`src/rtl/rtr_bus_sched_if.sv`:
```
// Router internal-bus bundle: terminal FIFO status/heads in, grant, packet and push/pop strobes out.
interface rtr_bus_sched_if #(parameter int PCKG_SZ = 40);
    logic [3:0]           pndng_i;
    logic [4*PCKG_SZ-1:0] data_out_i;
    logic [7:0]           dest_i;
    logic [3:0]           dst_full;
    logic [1:0]           trn;
    logic [PCKG_SZ-1:0]   data_in_i;
    logic [3:0]           push_o;
    logic [3:0]           pop_i;
    logic                 busy;
    logic                 err;

    modport master (
        input  pndng_i, data_out_i, dest_i, dst_full,
        output trn, data_in_i, push_o, pop_i, busy, err
    );

    modport slave (
        output pndng_i, data_out_i, dest_i, dst_full,
        input  trn, data_in_i, push_o, pop_i, busy, err
    );
endinterface

```
`src/rtl/rtr_bus_sched.sv`:
```
// Round-robin scheduler for a 4-terminal router bus: grant, wait for room at the destination, move one packet.
module rtr_bus_sched #(
    parameter int PCKG_SZ = 40,
    parameter int N_PORTS = 4
) (
    input  logic           clk,
    input  logic           rst,
    rtr_bus_sched_if.master bus
);
    typedef enum logic [1:0] {IDLE = 2'd0, HOLD = 2'd1, XFER = 2'd2} state_t;

    state_t             state, state_nx;
    logic [1:0]         ptr, ptr_nx, trn_q, trn_nx, dst_q, dst_nx, sel;
    logic [PCKG_SZ-1:0] data_q, data_nx;
    logic               err_q, err_nx;

    // First pending terminal at or after ptr, wrapping.
    always_comb begin
        logic       found;
        logic [1:0] cand;
        sel   = ptr;
        found = 1'b0;
        cand  = ptr;
        for (int k = 0; k < N_PORTS; k++) begin
            cand = ptr + 2'(k);
            if (!found && bus.pndng_i[cand]) begin
                sel   = cand;
                found = 1'b1;
            end
        end
    end

    always_comb begin
        state_nx = state;
        ptr_nx   = ptr;
        trn_nx   = trn_q;
        dst_nx   = dst_q;
        data_nx  = data_q;
        err_nx   = 1'b0;
        case (state)
            IDLE: begin
                if (|bus.pndng_i) begin
                    state_nx = HOLD;
                    trn_nx   = sel;
                    data_nx  = bus.data_out_i[int'(sel)*PCKG_SZ +: PCKG_SZ];
                    dst_nx   = bus.dest_i[{sel, 1'b0} +: 2];
                end
            end
            HOLD: begin
                if (!bus.pndng_i[trn_q]) begin
                    state_nx = IDLE;
                    err_nx   = 1'b1;
                    ptr_nx   = trn_q + 2'd1;
                end else if (!bus.dst_full[dst_q]) begin
                    state_nx = XFER;
                end
            end
            XFER: begin
                state_nx = IDLE;
                ptr_nx   = trn_q + 2'd1;
            end
            default: state_nx = IDLE;
        endcase
    end

    always_ff @(posedge clk or posedge rst) begin
        if (rst) begin
            state  <= IDLE;
            ptr    <= '0;
            trn_q  <= '0;
            dst_q  <= '0;
            data_q <= '0;
            err_q  <= 1'b0;
        end else begin
            state  <= state_nx;
            ptr    <= ptr_nx;
            trn_q  <= trn_nx;
            dst_q  <= dst_nx;
            data_q <= data_nx;
            err_q  <= err_nx;
        end
    end

    // Strobes decode from state only, so reset kills them the instant it asserts.
    assign bus.push_o    = (state == XFER) ? (4'b0001 << dst_q) : 4'b0000;
    assign bus.pop_i     = (state == XFER) ? (4'b0001 << trn_q) : 4'b0000;
    assign bus.busy      = (state != IDLE);
    assign bus.err       = err_q;
    assign bus.trn       = trn_q;
    assign bus.data_in_i = data_q;
endmodule

```
`src/flat_wrapper.sv`:
```
// flat-port wrapper written by rule: the top's interface ports become plain ports
module rtr_bus_sched_flat 
#(
    parameter int PCKG_SZ = 40,
    parameter int N_PORTS = 4
)
  (clk, rst, bus_pndng_i, bus_data_out_i, bus_dest_i, bus_dst_full, bus_trn, bus_data_in_i, bus_push_o, bus_pop_i, bus_busy, bus_err);
  rtr_bus_sched_if #(.PCKG_SZ(PCKG_SZ)) bus_i ();
  input  logic clk;
  input  logic rst;
  input wire logic [$bits(bus_i.pndng_i)-1:0] bus_pndng_i;
  input wire logic [$bits(bus_i.data_out_i)-1:0] bus_data_out_i;
  input wire logic [$bits(bus_i.dest_i)-1:0] bus_dest_i;
  input wire logic [$bits(bus_i.dst_full)-1:0] bus_dst_full;
  output wire logic [$bits(bus_i.trn)-1:0] bus_trn;
  output wire logic [$bits(bus_i.data_in_i)-1:0] bus_data_in_i;
  output wire logic [$bits(bus_i.push_o)-1:0] bus_push_o;
  output wire logic [$bits(bus_i.pop_i)-1:0] bus_pop_i;
  output wire logic [$bits(bus_i.busy)-1:0] bus_busy;
  output wire logic [$bits(bus_i.err)-1:0] bus_err;
  assign bus_i.pndng_i = bus_pndng_i;
  assign bus_i.data_out_i = bus_data_out_i;
  assign bus_i.dest_i = bus_dest_i;
  assign bus_i.dst_full = bus_dst_full;
  assign bus_trn = bus_i.trn;
  assign bus_data_in_i = bus_i.data_in_i;
  assign bus_push_o = bus_i.push_o;
  assign bus_pop_i = bus_i.pop_i;
  assign bus_busy = bus_i.busy;
  assign bus_err = bus_i.err;
  rtr_bus_sched #(.PCKG_SZ(PCKG_SZ), .N_PORTS(N_PORTS)) u_core (.clk(clk), .rst(rst), .bus(bus_i));
endmodule
```
`config.mk`:
```
export PLATFORM = sky130hd
export DESIGN_NAME = rtr_bus_sched_flat
export DESIGN_NICKNAME = d
export VERILOG_FILES = /design/src/rtl/rtr_bus_sched_if.sv /design/src/rtl/rtr_bus_sched.sv /design/src/flat_wrapper.sv
export SDC_FILE = /design/constraint.sdc
export NUM_CORES = 1
export LEC_CHECK = 0
export BUFFER_PORTS_ARGS = -buffer_cell sky130_fd_sc_hd__clkbuf_2
export CAP_MARGIN = 30
export CELL_PAD_IN_SITES_DETAIL_PLACEMENT = 1
export CELL_PAD_IN_SITES_GLOBAL_PLACEMENT = 2
export CORE_MARGIN = 10
export CORE_UTILIZATION = 23
export CTS_CLUSTER_DIAMETER = 80
export DETAILED_ROUTE_END_ITERATION = 7
export HOLD_SLACK_MARGIN = 0.08
export PLACE_DENSITY_LB_ADDON = 0.05
export SYNTH_ARGS = -nofsm -noshare
export SYNTH_HDL_FRONTEND = slang
export SYNTH_SLANG_ARGS = --single-unit
```
`constraint.sdc`:
```
create_clock -name clk -period 1.9 [get_ports clk]
set_input_delay 0.095 -clock clk [delete_from_list [all_inputs] [get_ports clk]]
set_output_delay 0.095 -clock clk [all_outputs]
set_load 0.02 [all_outputs]
```
* Word-level counts from Yosys, hierarchy flattened
Index checks and enable logic that the tools add are counted.
** Word-level totals
- Flip-flop bits (word level) :: 49
- Logic and storage cells :: 67
- Bits of input ports :: 178
- Output and inout bits :: 52
** Operators by class
- Multipliers :: 1
- Shifts and indexed selects :: 4
- Muxes and demuxes :: 28
- Magnitude comparators :: 6
- Equality and inequality tests :: 5
- Reductions and logical operators :: 13
- Add/sub/neg operators :: 4
** Operators with widths (number)
- $shiftx 160x32->40 :: 1
- $lt 2x3->1 const B :: 6
- $mux 2 :: 7
- $bmux 1 s2 :: 6
- $mux 1 :: 11
- $mux 4 :: 2
- $pmux 2 s2 :: 2
- $shiftx 8x4->2 :: 1
- $shl 1x2->4 const A :: 2
- $reduce_and 2->1 :: 3
- $mul 2x3->5 const B :: 1
- $add 2x1->2 const B :: 2
- $add 2x2->2 const B :: 2
- $reduce_bool 2->1 :: 2
- $reduce_or 4->1 :: 1
- $logic_and 1x1->1 :: 3
- $logic_not 1->1 :: 3
- $ne 3x3->1 const B :: 1
- $eq 2x1->1 const B :: 1
- $eq 2x2->1 const B :: 1
- $logic_not 2->1 :: 1
- $ne 2x1->1 const B :: 1
- $ne 2x2->1 const B :: 1

* Logic depth before layout (Yosys ltp)
- Word-level depth :: 14
- Gate-level depth with buffers :: 7
- Depth with buffers taken out :: 5

* Least setup slack after synthesis
No wires, ideal clock.
- Path type :: flip-flop to flip-flop
- From :: register u_core.state[0]
- To :: register u_core.data_q[0] (netlist: u_core.bus.data_in_i[0])
- Stages on the path, launching flop included :: 8
- Buffers on the path :: 3
- Period minus slack after synthesis :: 1676 ps
- Setup slack :: 224 ps
- Setup time :: 90 ps
- Required time :: 1810 ps
- Arrival time :: 1586 ps
- Path through :: dfrtp_1 -> or2_1 -> a21o_1 -> buf_6 -> nand2b_1 -> buf_2 -> buf_4 -> o221ai_1
** Between the ends
- Word-level cells in the longest chain between the ends :: 2
** RTL lines
- from (decl) :: RTL line rtr_bus_sched.sv:12 : state_t state, state_nx;
- from (signal assigned) :: RTL line rtr_bus_sched.sv:75 : state <= state_nx;
- $logic_not 2->1 :: RTL line rtr_bus_sched.sv:40 : case (state)
- $reduce_and 2->1 (no source line)
- to (signal assigned) :: RTL line rtr_bus_sched.sv:79 : data_q <= data_nx;
- to (decl) :: RTL line rtr_bus_sched.sv:14 : logic [PCKG_SZ-1:0] data_q, data_nx;
Every way passes these cells.
A chain may end at the register's enable or synchronous reset.

* Worst setup path after layout
- From :: register u_core.ptr[1]
- To :: register u_core.data_q[27] (netlist: u_core.bus.data_in_i[27])
** Between the ends
- Word-level cells in the longest chain between the ends :: 14
- Elaborated cells on any way between the ends :: 25
- Classes of those cells :: add/sub (3); mul (1); shift (1); mux (14); reduce/logical (6)
** RTL lines
- from (decl) :: RTL line rtr_bus_sched.sv:13 : logic [1:0] ptr, ptr_nx, trn_q, trn_nx, dst_q, dst_nx, sel;
- from (signal assigned) :: RTL line rtr_bus_sched.sv:76 : ptr <= ptr_nx;
- branches (longest 11 deep; another with $add 2x1->2)
- $mux 2 * :: RTL line rtr_bus_sched.sv:26 : if (!found && bus.pndng_i[cand]) begin
- $mul 2x3->5 * :: RTL line rtr_bus_sched.sv:45 : data_nx = bus.data_out_i[int'(sel)*PCKG_SZ +: PCKG_SZ];
- $shiftx 160x32->40 * :: RTL line rtr_bus_sched.sv:45
Every way passes the cells marked *. The select of a mux whose other input is x is not followed.

==> flow_metrics.py <==
metrics = {
    "sta": {
        "fmax_mhz": 548,
        "finalHoldViolations": 0,
        "tightestPinTransition_ps": 598,
        "setup_viol": 0,
        "whs_ps": 127,
        "slew_viol_final": 0,
        "period_minus_slack_ps": 1820,
        "tns_ps": 0,
        "fin_crit_sh_pct": 96.0,
        "finalClockSkew_ps": 6.45,
        "max-slew-margin-rel_pct": 60.1,
    },
    "power_and_ir_drop": {
        "p_sw_uw": 3340,
        "p_leak_uw": 0.00256,
        "power.density_nw_per_um2": 1560,
        "p_sw_share_pct": 45.6,
        "clockPowerShare_pct": 12.4,
        "p_comb_share_pct": 61.4,
        "pwr-share-seq_pct": 26.2,
        "peakVddDrop_mv": 0.648,
        "p_int_uw": 3980,
    },
    "setup_path": {
        "end_kind": "flip-flop",
        "critPathRequiredTime_ps": 2050,
        "worstReg2RegStart": "u_core.ptr[1]",
        "critical_path_class": "reg -> reg",
        "endpoint": "u_core.bus.data_in_i[27]",
        "worstPathMaxFanout": 19,
        "cp-start-kind": "flip-flop",
        "worstRegToRegCells": 7,
        "r2r_setup_slack_ps": 80,
        "crit_start": "u_core.ptr[1]",
        "reg2reg_to": "u_core.bus.data_in_i[27]",
        "arrival_ps": 1980,
    },
    "worst_hold_path": {
        "holdCritPathClass": "in -> reg",
    },
    "logic_synthesis": {
        "synthesis.nets": 476,
        "yosysSeqAreaShare_pct": 38.3,
        "yosys_warnings": 0,
        "synth_ff_type": "dfrtp_1",
        "syn_area_um2": 3200,
        "synth_edf_count": 0,
        "yosysMostFrequentCell": "mux2i_1",
        "ys_types": 32,
        "avgSynthCellArea_um2": 10.9,
        "synth_common_cells": "84 x mux2i_1, 50 x nand2_1, 49 x dfrtp_1",
        "syn_inst": 294,
        "yosys-top-cells-area": "dfrtp_1 38%, mux2i_1 26%, o221ai_1 12%, nand2_1 5.9%, buf_12 3.1%",
        "yosysTopAreaCellShare_pct": 38.3,
        "ys_seq_elements": 49,
        "synth_top_cell_by_area": "dfrtp_1",
        "synthArstFlopShare_pct": 100,
    },
    "drt": {
        "first_iter_violations": 93,
        "via_count": 3217,
        "routedWlPerCell_um": 19.2,
        "drt_pass1_iterations": 4,
        "ant_nets": 0,
        "vias_per_cell": 4.58,
        "drt_wl_total_mm": 13.4,
        "remaining_drc_errors": 0,
    },
    "global_route": {
        "grt_pass1_wl_mm": 20.3,
        "grt_pass1_vias": 3728,
        "antenna_found_initial": 0,
        "grt_max_degree": 45,
        "grt-ovfl-total": 0,
        "grt_usage_pct": 13.6,
    },
    "clocking": {
        "clock-sinks": 49,
        "clk_path_buf_depth": 2,
        "clk_pin_slew_worst_paths_ps": 70,
        "cts_tree": "done",
        "tritoncts.num_buffers": 5,
        "clk_latency_ps": 290,
        "htreeDepth": 2,
        "cts_root_buf": "clkbuf_16",
    },
    "floorplan": {
        "die_area_um2": 19000,
        "start_util_pct": 23.2,
        "core_um2": 13800,
        "pin_count": 230,
        "die_w_um": 138,
        "die-height_um": 138,
        "num_rows": 43,
    },
    "final_layout": {
        "drive_gt1_share_pct": 49.6,
        "layout.nets": 704,
        "fillCellCount": 1659,
        "areaGrowthSynthToFinish_pct": 46.9,
        "num_antenna_cells": 0,
    },
    "place": {
        "gp_congestion": 0.792,
        "dp_hpwl_mm": 11.0,
        "port_buffers": 229,
    },
    "outcome": {
        "status": "finished, final reports clean",
    },
    "run": {
        "cap_viol_max_count": 0,
    },
}
sequential cells by signal, indices dropped and copies added, names as in the netlist:
signal                flops
u_core.state              2
u_core.dst_q              2
u_core.bus.trn            2
u_core.bus.data_in_i     40
u_core.bus.err            1
u_core.ptr                2
critical path, stage by stage, from the launching register on:
cell and delay [ps]:
dfrtp_1 410, or3_1 400, o21ai_2 90, o21ai_4 80, buf_12 160, buf_12 160, mux2i_1 220, o221ai_1 150
cell families after synthesis:
kind of cell	after synthesis	share of synthesized area, %
AOI/OAI and AO/OA	54	14.0
adders and majority gates	4	1.56
buffers and inverters	29	8.21
DFF	49	38.3
muxes	87	28.1
and+or+nand+nor	71	9.85
routing by layer:
metal	track usage (%)	wire [um]	up-vias
met4	2.32	59	0
met2	22.4	6630	125
met3	6.09	1410	4
met5	0	0	-
li1	-	-	1566
met1	16.0	5350	1522
worst min path at each step:
stage                                    end                from  cells after the start
floorplan           u_core.bus.data_in_i[23]  bus_data_out_i[23]                      2
global placement     u_core.bus.data_in_i[7]                 rst                      2
detailed placement   u_core.bus.data_in_i[7]                 rst                      2
CTS                 u_core.bus.data_in_i[16]  bus_data_out_i[16]                      3
global route        u_core.bus.data_in_i[11]  bus_data_out_i[11]                      3
finish              u_core.bus.data_in_i[11]  bus_data_out_i[11]                      3
repair_timing:
action                                 4_1_cts  5_1_grt
setup buffers                                0        1
gates resized for setup                      0        3
setup endpoints to repair                    0       22
endpoints found under the hold margin       24        0
hold buffers                                 1        0
stage by stage:
step | worst slack [ps] | area [um^2] | utilization [%] | power [uW] | cells
final | 76.3 | 4700 | 34.1 | 7320 | 702
after CTS | 27.9 | 4640 | 33.7 | 7400 | 700
after detailed placement | 35.0 | 4490 | 32.6 | 6460 | 692
after global placement | 94.7 | 4490 | 32.6 | 6380 | 692
after global routing | -1.28 | 4700 | 34.1 | 7970 | 702
after floorplan | 224 | 3200 | - | 5120 | 294
cells in the final DEF, fill, tap and decap left out, types with 3 or more instances in the layout:
cell type / instances
and2_1: 5
buf_12: 5
buf_4: 9
clkbuf_16: 6
clkbuf_2: 229
dfrtp_1: 49
ha_1: 4
inv_1: 4
mux2i_1: 83
nand2_1: 50
nor2_1: 5
o21ai_0: 3
o221ai_1: 43
final cells by class:
| cell class | instances | area (um^2) | share of cell area, % |
|---|---|---|---|
| multi-input cells | 216 | 1740 | 37.0 |
| repair buffers | 245 | 1350 | 28.7 |
| flip-flops and latches | 49 | 1230 | 26.1 |
| clock buffers | 7 | 143 | 3.03 |
| well taps | 180 | 225 | 4.79 |
| inverters | 5 | 18.8 | 0.399 |
power groups by stage:
| stage | Combinational, uW | Sequential, uW | Clock, uW |
|---|---|---|---|
| global placement | 4470 | 1910 | 0 |
| global route | 4960 | 2000 | 998 |
| detailed placement | 4520 | 1940 | 0 |
| floorplan | 2670 | 2440 | 0 |
| CTS | 4520 | 1930 | 950 |
| finish | 4490 | 1920 | 905 |
(Power assumes the default switching activity.)
